File: config.mk
export PLATFORM = sky130hd
export DESIGN_NAME = dram_wr_ctrl_flat
export DESIGN_NICKNAME = d
export VERILOG_FILES = /design/src/rtl/dram_wr_ctrl_if.sv /design/src/rtl/dram_wr_ctrl.sv /design/src/flat_wrapper.sv
export SDC_FILE = /design/constraint.sdc
export NUM_CORES = 1
export LEC_CHECK = 0
export BUFFER_PORTS_ARGS = -buffer_cell sky130_fd_sc_hd__buf_2
export CORE_UTILIZATION = 40
export CTS_BUF_LIST = sky130_fd_sc_hd__clkbuf_16
export DETAILED_ROUTE_END_ITERATION = 12
export PLACE_DENSITY = 0.7
export SYNTH_ARGS = -nofsm -noshare
export SYNTH_HDL_FRONTEND = slang
export SYNTH_SLANG_ARGS = --single-unit
File: constraint.sdc
create_clock -name clk_i -period 5.8 [get_ports clk_i]
set_input_delay 0.58 -clock clk_i [delete_from_list [all_inputs] [get_ports clk_i]]
set_output_delay 0.58 -clock clk_i [all_outputs]
set_load 0.005 [all_outputs]
File: src/rtl/dram_wr_ctrl_if.sv
// Store-side data-RAM write bus: execute-stage store requests in,
// word-aligned RAM write beats out, plus hazard/misalign status.
// slave modport: the controller; master modport: execute stage / RAM / hazard side.
interface dram_wr_ctrl_if #(
    parameter int unsigned XLEN = 32
);
    localparam int unsigned NB = XLEN / 8;

    logic            req_valid_i;
    logic            req_ready_o;
    logic [1:0]      req_sel_i;
    logic [XLEN-1:0] req_addr_i;
    logic [XLEN-1:0] req_data_i;

    logic            dram_wr_en_o;
    logic            dram_wr_ready_i;
    logic [XLEN-1:0] dram_wr_addr_o;
    logic [NB-1:0]   dram_wr_byte_en_o;
    logic [XLEN-1:0] dram_wr_data_o;

    logic            busy_o;
    logic            misalign_err_o;
    logic [XLEN-1:0] misalign_addr_o;

    modport slave (
        input  req_valid_i, req_sel_i, req_addr_i, req_data_i, dram_wr_ready_i,
        output req_ready_o, dram_wr_en_o, dram_wr_addr_o, dram_wr_byte_en_o,
               dram_wr_data_o, busy_o, misalign_err_o, misalign_addr_o
    );

    modport master (
        output req_valid_i, req_sel_i, req_addr_i, req_data_i, dram_wr_ready_i,
        input  req_ready_o, dram_wr_en_o, dram_wr_addr_o, dram_wr_byte_en_o,
               dram_wr_data_o, busy_o, misalign_err_o, misalign_addr_o
    );
endinterface

File: src/rtl/dram_wr_ctrl.sv
// Store-side data-RAM controller: buffers store requests in order and emits
// word-aligned, lane-shifted write beats with byte enables.
// Optional feature macro: DRAM_WR_MISALIGN_EN
//   defined   -> misaligned stores are split into one or two beats
//   undefined -> misaligned stores are dropped and flagged on misalign_err_o
module dram_wr_ctrl #(
    parameter int unsigned XLEN  = 32,
    parameter int unsigned DEPTH = 2
) (
    input  logic           clk_i,
    input  logic           rst_n_i,
    dram_wr_ctrl_if.slave  bus
);
    localparam int unsigned NB = XLEN / 8;
    localparam int unsigned OB = $clog2(NB);
    localparam int unsigned PW = $clog2(DEPTH);
    localparam int unsigned CW = $clog2(DEPTH + 1);

    typedef enum logic {S_FIRST, S_SECOND} state_e;

    state_e          state_q, state_d;
    logic [CW-1:0]   count_q, count_d;
    logic [PW-1:0]   wptr_q, wptr_d;
    logic [PW-1:0]   rptr_q, rptr_d;

    logic [XLEN-1:0] buf_addr_q [DEPTH];
    logic [XLEN-1:0] buf_data_q [DEPTH];
    logic [1:0]      buf_sel_q  [DEPTH];

    logic            full_c;
    logic            accept_c;
    logic            push_c;
    logic            pop_c;

    logic [XLEN-1:0] head_addr_c;
    logic [XLEN-1:0] head_data_c;
    logic [1:0]      head_sel_c;
    logic [OB-1:0]   head_off_c;
    logic [2*NB-1:0] base_mask_c;
    logic [2*NB-1:0] mask_c;
    logic [2*XLEN-1:0] wide_c;
    logic [XLEN-1:0] beat0_addr_c;

    logic            en_c;
    logic [XLEN-1:0] addr_c;
    logic [NB-1:0]   be_c;
    logic [XLEN-1:0] data_c;

    // Input handshake: ready depends only on occupancy, never on valid
    assign full_c   = (count_q == CW'(DEPTH));
    assign accept_c = bus.req_valid_i & ~full_c;

`ifdef DRAM_WR_MISALIGN_EN
    assign push_c = accept_c & (bus.req_sel_i != 2'b00);

    assign bus.misalign_err_o  = 1'b0;
    assign bus.misalign_addr_o = '0;
`else
    logic            req_misalign_c;
    logic            misalign_err_q, misalign_err_d;
    logic [XLEN-1:0] misalign_addr_q, misalign_addr_d;

    // A store is misaligned when its address is not a multiple of its size
    always_comb begin
        req_misalign_c = 1'b0;
        case (bus.req_sel_i)
            2'b10:   req_misalign_c = bus.req_addr_i[0];
            2'b11:   req_misalign_c = |bus.req_addr_i[OB-1:0];
            default: req_misalign_c = 1'b0;
        endcase
    end

    assign push_c = accept_c & (bus.req_sel_i != 2'b00) & ~req_misalign_c;

    // Misalign pulse for the cycle after acceptance; address sticks until the next one
    always_comb begin
        misalign_err_d  = accept_c & (bus.req_sel_i != 2'b00) & req_misalign_c;
        misalign_addr_d = misalign_err_d ? bus.req_addr_i : misalign_addr_q;
    end

    // Misalign status registers
    always_ff @(posedge clk_i or negedge rst_n_i) begin
        if (!rst_n_i) begin
            misalign_err_q  <= 1'b0;
            misalign_addr_q <= '0;
        end else begin
            misalign_err_q  <= misalign_err_d;
            misalign_addr_q <= misalign_addr_d;
        end
    end

    assign bus.misalign_err_o  = misalign_err_q;
    assign bus.misalign_addr_o = misalign_addr_q;
`endif

    // Head-entry beat math: byte mask and data shifted into a double-word window
    always_comb begin
        head_addr_c = buf_addr_q[rptr_q];
        head_data_c = buf_data_q[rptr_q];
        head_sel_c  = buf_sel_q[rptr_q];
        head_off_c  = head_addr_c[OB-1:0];
        base_mask_c = '0;
        case (head_sel_c)
            2'b01:   base_mask_c = (2*NB)'(1);
            2'b10:   base_mask_c = (2*NB)'(3);
            2'b11:   base_mask_c = {{NB{1'b0}}, {NB{1'b1}}};
            default: base_mask_c = '0;
        endcase
        mask_c       = base_mask_c << head_off_c;
        wide_c       = {{XLEN{1'b0}}, head_data_c} << {head_off_c, 3'b000};
        beat0_addr_c = head_addr_c & ~XLEN'(NB - 1);
    end

    // Output FSM: beat selection and pop decision
    always_comb begin
        state_d = state_q;
        pop_c   = 1'b0;
        en_c    = 1'b0;
        addr_c  = '0;
        be_c    = '0;
        data_c  = '0;
        if (count_q != '0) begin
            en_c = 1'b1;
            case (state_q)
                S_FIRST: begin
                    addr_c = beat0_addr_c;
                    be_c   = mask_c[NB-1:0];
                    data_c = wide_c[XLEN-1:0];
                    if (bus.dram_wr_ready_i) begin
                        if (|mask_c[2*NB-1:NB]) begin
                            state_d = S_SECOND;
                        end else begin
                            pop_c = 1'b1;
                        end
                    end
                end
                S_SECOND: begin
                    addr_c = beat0_addr_c + XLEN'(NB);
                    be_c   = mask_c[2*NB-1:NB];
                    data_c = wide_c[2*XLEN-1:XLEN];
                    if (bus.dram_wr_ready_i) begin
                        pop_c   = 1'b1;
                        state_d = S_FIRST;
                    end
                end
            endcase
        end
    end

    // Pointer and occupancy bookkeeping; pointers wrap at the power-of-two depth
    always_comb begin
        count_d = count_q + CW'(push_c) - CW'(pop_c);
        wptr_d  = push_c ? wptr_q + PW'(1) : wptr_q;
        rptr_d  = pop_c  ? rptr_q + PW'(1) : rptr_q;
    end

    // Control state registers
    always_ff @(posedge clk_i or negedge rst_n_i) begin
        if (!rst_n_i) begin
            state_q <= S_FIRST;
            count_q <= '0;
            wptr_q  <= '0;
            rptr_q  <= '0;
        end else begin
            state_q <= state_d;
            count_q <= count_d;
            wptr_q  <= wptr_d;
            rptr_q  <= rptr_d;
        end
    end

    // Store buffer storage
    always_ff @(posedge clk_i or negedge rst_n_i) begin
        if (!rst_n_i) begin
            for (int i = 0; i < int'(DEPTH); i++) begin
                buf_addr_q[i] <= '0;
                buf_data_q[i] <= '0;
                buf_sel_q[i]  <= '0;
            end
        end else if (push_c) begin
            buf_addr_q[wptr_q] <= bus.req_addr_i;
            buf_data_q[wptr_q] <= bus.req_data_i;
            buf_sel_q[wptr_q]  <= bus.req_sel_i;
        end
    end

    assign bus.req_ready_o       = ~full_c;
    assign bus.busy_o            = (count_q != '0);
    assign bus.dram_wr_en_o      = en_c;
    assign bus.dram_wr_addr_o    = addr_c;
    assign bus.dram_wr_byte_en_o = be_c;
    assign bus.dram_wr_data_o    = data_c;

endmodule

File: src/flat_wrapper.sv
// flat-port wrapper written by rule: the top's interface ports become plain ports
module dram_wr_ctrl_flat 
#(
    parameter int unsigned XLEN  = 32,
    parameter int unsigned DEPTH = 2
)
  (clk_i, rst_n_i, bus_req_valid_i, bus_req_sel_i, bus_req_addr_i, bus_req_data_i, bus_dram_wr_ready_i, bus_req_ready_o, bus_dram_wr_en_o, bus_dram_wr_addr_o, bus_dram_wr_byte_en_o, bus_dram_wr_data_o, bus_busy_o, bus_misalign_err_o, bus_misalign_addr_o);
  dram_wr_ctrl_if #(.XLEN(XLEN)) bus_i ();
  input  logic clk_i;
  input  logic rst_n_i;
  input wire logic [$bits(bus_i.req_valid_i)-1:0] bus_req_valid_i;
  input wire logic [$bits(bus_i.req_sel_i)-1:0] bus_req_sel_i;
  input wire logic [$bits(bus_i.req_addr_i)-1:0] bus_req_addr_i;
  input wire logic [$bits(bus_i.req_data_i)-1:0] bus_req_data_i;
  input wire logic [$bits(bus_i.dram_wr_ready_i)-1:0] bus_dram_wr_ready_i;
  output wire logic [$bits(bus_i.req_ready_o)-1:0] bus_req_ready_o;
  output wire logic [$bits(bus_i.dram_wr_en_o)-1:0] bus_dram_wr_en_o;
  output wire logic [$bits(bus_i.dram_wr_addr_o)-1:0] bus_dram_wr_addr_o;
  output wire logic [$bits(bus_i.dram_wr_byte_en_o)-1:0] bus_dram_wr_byte_en_o;
  output wire logic [$bits(bus_i.dram_wr_data_o)-1:0] bus_dram_wr_data_o;
  output wire logic [$bits(bus_i.busy_o)-1:0] bus_busy_o;
  output wire logic [$bits(bus_i.misalign_err_o)-1:0] bus_misalign_err_o;
  output wire logic [$bits(bus_i.misalign_addr_o)-1:0] bus_misalign_addr_o;
  assign bus_i.req_valid_i = bus_req_valid_i;
  assign bus_i.req_sel_i = bus_req_sel_i;
  assign bus_i.req_addr_i = bus_req_addr_i;
  assign bus_i.req_data_i = bus_req_data_i;
  assign bus_i.dram_wr_ready_i = bus_dram_wr_ready_i;
  assign bus_req_ready_o = bus_i.req_ready_o;
  assign bus_dram_wr_en_o = bus_i.dram_wr_en_o;
  assign bus_dram_wr_addr_o = bus_i.dram_wr_addr_o;
  assign bus_dram_wr_byte_en_o = bus_i.dram_wr_byte_en_o;
  assign bus_dram_wr_data_o = bus_i.dram_wr_data_o;
  assign bus_busy_o = bus_i.busy_o;
  assign bus_misalign_err_o = bus_i.misalign_err_o;
  assign bus_misalign_addr_o = bus_i.misalign_addr_o;
  dram_wr_ctrl #(.XLEN(XLEN), .DEPTH(DEPTH)) u_core (.clk_i(clk_i), .rst_n_i(rst_n_i), .bus(bus_i));
endmodule
==> results of run 1 <==
power by group:
part           internal (mW)  switching, mW  leakage (nW)  total, mW
Clock                  0.689          0.518         0.302       1.21
Sequential              1.79          0.544          2.02       2.33
Combinational           1.83           1.93          2.76       3.77
Total                   4.31           3.00          5.08       7.31
routing by layer:
metal | global-route usage | part of all wire
met1 | 0.257 | 0.43
met2 | 0.352 | 0.50
met3 | 0.0515 | 0.062
met4 | 0.0462 | 0.011
met5 | 0 | 0.00049
worst max-delay path by stage:
stage | end | slack, ps | depth (start not counted) | from
2_1_floorplan | bus_dram_wr_addr_o[26] | 2560 | 11 | u_core.rptr_q
3_3_place_gp | bus_dram_wr_data_o[6] | 2080 | 8 | u_core.rptr_q
3_5_place_dp | bus_dram_wr_data_o[6] | 2010 | 8 | u_core.rptr_q
4_1_cts | bus_dram_wr_data_o[6] | 1500 | 8 | u_core.rptr_q
5_1_grt | bus_dram_wr_data_o[0] | 1230 | 8 | u_core.rptr_q
6_report | bus_dram_wr_data_o[2] | 1480 | 8 | u_core.rptr_q
synthesized netlist by cell type (7+ instances only):
library cell                  n  area, µm²
sky130_fd_sc_hd__o21ai_0      8       40.0
sky130_fd_sc_hd__nor4_1      11       68.8
sky130_fd_sc_hd__a211oi_1    19        143
sky130_fd_sc_hd__nand3_1     13       65.1
sky130_fd_sc_hd__clkbuf_1    31        116
sky130_fd_sc_hd__nor3_1      21        105
sky130_fd_sc_hd__nor2b_1     19        119
sky130_fd_sc_hd__mux2_2     187       2110
sky130_fd_sc_hd__nand2_1     37        139
sky130_fd_sc_hd__a22oi_1     13       97.6
sky130_fd_sc_hd__nand4_1      9       56.3
sky130_fd_sc_hd__buf_2       21        105
sky130_fd_sc_hd__a21oi_1     54        270
sky130_fd_sc_hd__nand3b_1     7       52.6
sky130_fd_sc_hd__mux2i_1     79        791
sky130_fd_sc_hd__xor2_1       7       61.3
sky130_fd_sc_hd__nor2_1      60        225
sky130_fd_sc_hd__dfrtp_1    170       4250
sky130_fd_sc_hd__xnor2_1     10       87.6
sky130_fd_sc_hd__a2bb2oi_1    8       70.1
critical path, stage by stage, from the launching register on:
cell	delay [ps]
sky130_fd_sc_hd__dfrtp_4	920
sky130_fd_sc_hd__buf_4	770
sky130_fd_sc_hd__mux2i_1	560
sky130_fd_sc_hd__buf_4	260
sky130_fd_sc_hd__nor2_1	70
sky130_fd_sc_hd__mux2_2	270
sky130_fd_sc_hd__a21oi_1	160
sky130_fd_sc_hd__nor2_1	60
sky130_fd_sc_hd__buf_2	150
cell type report:
cell class,instances,area (µm²)
inverter,5,18.8
fill,2219,12300
multi-input combinational,627,5070
sequential,170,4260
clock buffer,17,425
timing repair buffer,180,930
clock inverter,14,185
tap,319,399
sequential cells by signal, summed over array words and instances, names as in the netlist:
register	count
u_core.rptr_q	1
u_core.wptr_q	1
u_core.bus.misalign_err_o	1
u_core.count_q	2
u_core.bus.misalign_addr_o	32
u_core.buf_addr_q	64
u_core.buf_data_q	64
u_core.buf_sel_q	4
u_core.state_q	1
cell families (layout without fill, tap and decap cells):
| family | Yosys count | count (layout) | synth area share |
|---|---|---|---|
| muxes | 267 | 267 | 0.303 |
| and+or+nand+nor | 205 | 205 | 0.110 |
| DFF | 170 | 170 | 0.443 |
| AOI/OAI and AO/OA | 133 | 133 | 0.0911 |
| buffers and inverters | 68 | 216 | 0.0328 |
| xor gates and xnor gates | 17 | 17 | 0.0155 |
| adders and majority gates | 3 | 3 | 0.00391 |
| other | 1 | 2 | 0.000390 |
==> impl_metrics.toml, run 1 <==
[global_routing]
grt.overflow.total = 0
number_of_global_route_vias_before_repair = 7162
initial_antenna_violation_count = 1
grt_start_max_net_pins = 112
grt_first_pass_wirelength_um = 38600
grt_use_total = 0.205

[synthesis]
synthArstFlopShare = 1.00
synth.avg_cell_area_um2 = 11.1
synth.distinct_cells = 58
syn_inst = 864
netlist_area_before_placement_mm2 = 0.00960
dominantRegCellSynth = "sky130_fd_sc_hd__dfrtp_1"
synth-edff-count = 0
synth_seq_area_share = 0.443
synth.ff_latch_count = 170
synth_warnings = 0

[critical_path]
worstSetupEndpointType = "output port"
crit-reg2reg-capture = "u_core.count_q[1]"
critical_r2r_launch = "u_core.rptr_q"
worst_r2r_path_depth = 11
start_kind = "flip-flop"
cp_data_required_time_ps = 5220
timing_worst_setup_path_type = "reg2out"
worst-path-max-fanout = 67
wp_data_arrival_ps = 3740
worst-r2r-setup-slack_ps = 2050

[clock_tree]
clkLatencyLatePin_ps = 430
cts.repair_timing.setup_buffer_count = 0
root_buffer_cell = "sky130_fd_sc_hd__clkbuf_16"
clock_path_buffers = 2
cts_buffers = 17
cts.sink_count = 170
cts_repair_resized_insts = 0
path_clk_slew_ps = 70
clock_tree_from_tritoncts = "built"
cts_hold_buffers = 0
htree_num_levels = 4

[finish]
antenna_cells = 0
layout_common_cells = "187 x sky130_fd_sc_hd__mux2_2, 170 x sky130_fd_sc_hd__buf_2, 169 x sky130_fd_sc_hd__dfrtp_1, 79 x sky130_fd_sc_hd__mux2i_1, 59 x sky130_fd_sc_hd__nor2_1"
final_core_util = 0.479
final_nets = 1074
design_area_mm2 = 0.0113
most_frequent_standard_cell_in_the_layout_excluding_fill_and_tap_cells = "sky130_fd_sc_hd__mux2_2"
fin_cells = 1332
syn2layout_area_growth_pct = 17.5
layout-drive-gt1-share = 0.407

[timing]
finalWorstPathRequiredPeriod_ps = 4320
grt_setup_unrepaired = "false"
setup_ws_ps = 1480
timing.final.max_slew_violations = 0
holdWs_ps = 245
final-hold-violation-count = 0
actual_slew_at_the_worst_max_slew_pin_ps = 1110
setup_viol = 0
period_share = 0.744
finClkSkew_ps = 12.8
slew_headroom = 0.243
totalNegativeSetupSlack_ps = 0
highest_clock_frequency_the_design_can_meet_mhz = 232

[placed_design]
gp_congestion = 0.880
dpl.hpwl_um = 16800
placedCellCount = 1301
detailedPlace.worstSlack_ps = 2010
port-buffer-count = 171
dpl_cell_area_mm2 = 0.0107

[floorplan]
die_ht_um = 157
core_area_mm2 = 0.0235
die_area_mm2 = 0.0246
floorplan.initialDensity = 0.408
io_pins = 174
chipWidth_um = 157
placementRows = 56

[power]
power.density_cell_area_mw_per_mm2 = 648
leakage_nw = 5.08
ir_worst_vdd_uv = 308
design_power_total_mw = 7.31

[outcome]
status = "finished clean"

[drt]
ant_nets = 0
route.final.wire_length_um = 24600
via_total_after_detailed_routing = 7371
drt_first_pass_iters = 5
routed_wire_length_per_instance_um = 18.4
via_per_inst = 5.53
drt_iter0_drc = 440
remaining_drc_errors = 0

[worst_hold_path]
min-delay-path-class = "in2async"

[flow_run]
max_cap_viol_count = 0
(Power assumes the default switching activity.)
==> run 2, diff against run 1 <==
--- a/config.mk
+++ b/config.mk
@@ -9,7 +9,7 @@
 export CORE_UTILIZATION = 40
 export CTS_BUF_LIST = sky130_fd_sc_hd__clkbuf_16
 export DETAILED_ROUTE_END_ITERATION = 12
-export PLACE_DENSITY = 0.7
+export PLACE_DENSITY = 0.72
 export SYNTH_ARGS = -nofsm -noshare
 export SYNTH_HDL_FRONTEND = slang
 export SYNTH_SLANG_ARGS = --single-unit
==> constraint.sdc (replaced) <==
create_clock -name clk_i -period 3.83 [get_ports clk_i]
set_input_delay 0.383 -clock clk_i [delete_from_list [all_inputs] [get_ports clk_i]]
set_output_delay 0.383 -clock clk_i [all_outputs]
set_load 0.005 [all_outputs]
==> run 2 against run 1 <==
Compared with the run above:
- power up 52%
- the run now ends with negative hold slack left
- sequential power up 51%
- critical path type unchanged
- via count up 1.5%
- die area unchanged
- clock-buffer cell count unchanged
- largest power group unchanged
==> impl_metrics.toml, run 2 (synthesized netlist as in run 1, its figures left out) <==
[outcome]
status = "complete, but fails checks"
failed_checks = "negative hold slack"

[clock_tree]
clkLatencyLatePin_ps = 430
cts_buffers = 17
cts_hold_buffers = 0
cts.sink_count = 170
cts_repair_resized_insts = 0
clock_path_buffers = 2
htree_num_levels = 4
cts.repair_timing.setup_buffer_count = 0
root_buffer_cell = "sky130_fd_sc_hd__clkbuf_16"
clock_tree_from_tritoncts = "built"
path_clk_slew_ps = 70

[power]
leakage_nw = 5.13
net-switching-power_mw = 4.58
comb_power_share = 0.524
p_seq_frac = 0.317
power.density_cell_area_mw_per_mm2 = 978
power_switching_share = 0.412
clock_power_share = 0.159
ir_worst_vdd_uv = 527
p_int_mw = 6.53

[floorplan]
chipWidth_um = 157
placementRows = 56
die_area_mm2 = 0.0246
core_area_mm2 = 0.0235
die_ht_um = 157
floorplan.initialDensity = 0.408
io_pins = 174

[timing]
holdWs_ps = -15.4
timing.final.max_slew_violations = 0
highest_clock_frequency_the_design_can_meet_mhz = 277
setup_viol = 0
grt_setup_unrepaired = "false"
period_share = 0.943
setup_ws_ps = 217
totalNegativeSetupSlack_ps = 0
actual_slew_at_the_worst_max_slew_pin_ps = 861
finalWorstPathRequiredPeriod_ps = 3610
slew_headroom = 0.426
finClkSkew_ps = 6.66
final-hold-violation-count = 4

[critical_path]
critical_r2r_launch = "u_core.rptr_q"
max_stage_delay_ps = 630
worst_r2r_path_depth = 12
wp_data_arrival_ps = 3230
critPathTopFamily = "simple AND/OR/NAND/NOR gates"
worst-path-max-fanout = 32
start_kind = "flip-flop"
worst-r2r-setup-slack_ps = 760
cp_cell_sequence = "buf_4 > mux2i_1 > or3_1 > or4_1 > a21oi_1 > buf_2"
worstSetupEndpointType = "output port"
cp_data_required_time_ps = 3450
timing_worst_setup_path_type = "reg2out"
cp_slowest_cell = "sky130_fd_sc_hd__dfrtp_4"
worst-path-buf-inv = 2
crit-reg2reg-capture = "u_core.count_q[1]"

[placed_design]
port-buffer-count = 171
dpl.hpwl_um = 17600
detailedPlace.worstSlack_ps = 702
gp_congestion = 0.870

[finish]
layout-drive-gt1-share = 0.412
syn2layout_area_growth_pct = 18.4
fill_cells = 2216
layout_common_cells = "187 x sky130_fd_sc_hd__mux2_2, 170 x sky130_fd_sc_hd__buf_2, 169 x sky130_fd_sc_hd__dfrtp_1, 79 x sky130_fd_sc_hd__mux2i_1, 59 x sky130_fd_sc_hd__nor2_1"
area_of_the_multi_input_gates_mm2 = 0.00507
layout.area.seq_mm2 = 0.00426
antenna_cells = 0
most_frequent_standard_cell_in_the_layout_excluding_fill_and_tap_cells = "sky130_fd_sc_hd__mux2_2"
final_nets = 1083

[drt]
remaining_drc_errors = 0
via_per_inst = 5.58
via_total_after_detailed_routing = 7485
route.final.wire_length_um = 25000
routed_wire_length_per_instance_um = 18.6
drt_iter0_drc = 564
ant_nets = 0
drt_first_pass_iters = 5

[worst_hold_path]
min-delay-path-class = "in2async"

[global_routing]
grt_start_max_net_pins = 84
initial_antenna_violation_count = 0
grt.overflow.total = 0
grt_use_total = 0.211
number_of_global_route_vias_before_repair = 7366
grt_first_pass_wirelength_um = 39900

[flow_run]
max_cap_viol_count = 0
==> run 2: cell type report <==
| class | count | share of cell area |
|---|---|---|
| Sequential cell | 170 | 0.375 |
| Multi-Input combinational cell | 627 | 0.446 |
| Inverter | 5 | 0.00165 |
| Tap cell | 319 | 0.0351 |
| Timing Repair Buffer | 189 | 0.0910 |
| Clock inverter | 15 | 0.0144 |
| Clock buffer | 17 | 0.0374 |
==> run 2: power by group through the flow <==
stage                     combinational, mW  clock [mW]  sequential (mW)
after global placement                 5.66           0             3.50
after CTS                              5.80        1.80             3.52
after global routing                   6.39        1.88             3.65
final                                  5.83        1.77             3.52
after detailed placement               5.77           0             3.55
after floorplan                        4.11           0             3.23
==> run 2: per-stage QoR <==
stage,total power [mW],cell area [µm²],cells,util
floorplan,7.34,9610,865,-
CTS,11.1,11400,1342,0.483
global placement,9.16,10800,1310,0.458
finish,11.1,11400,1342,0.483
global route,11.9,11400,1342,0.483
detailed placement,9.32,10800,1310,0.458
==> run 2: worst max path at each step <==
stage	startpoint	to	cells past startpoint
after floorplan	u_core.rptr_q	bus_dram_wr_addr_o[26]	11
after global placement	u_core.rptr_q	bus_dram_wr_addr_o[29]	6
after detailed placement	u_core.rptr_q	bus_dram_wr_addr_o[29]	6
after CTS	u_core.rptr_q	bus_dram_wr_addr_o[29]	6
after global routing	u_core.rptr_q	bus_dram_wr_addr_o[29]	6
final	u_core.rptr_q	bus_dram_wr_addr_o[29]	6
==> run 2: layer usage <==
metal | global-route usage | vias up | routed length [µm]
met1 | 0.273 | 3732 | 10700
met4 | 0.0542 | 0 | 358
met5 | 0 | - | 0
met3 | 0.0410 | 30 | 1600
met2 | 0.358 | 261 | 12300
li1 | - | 3462 | -
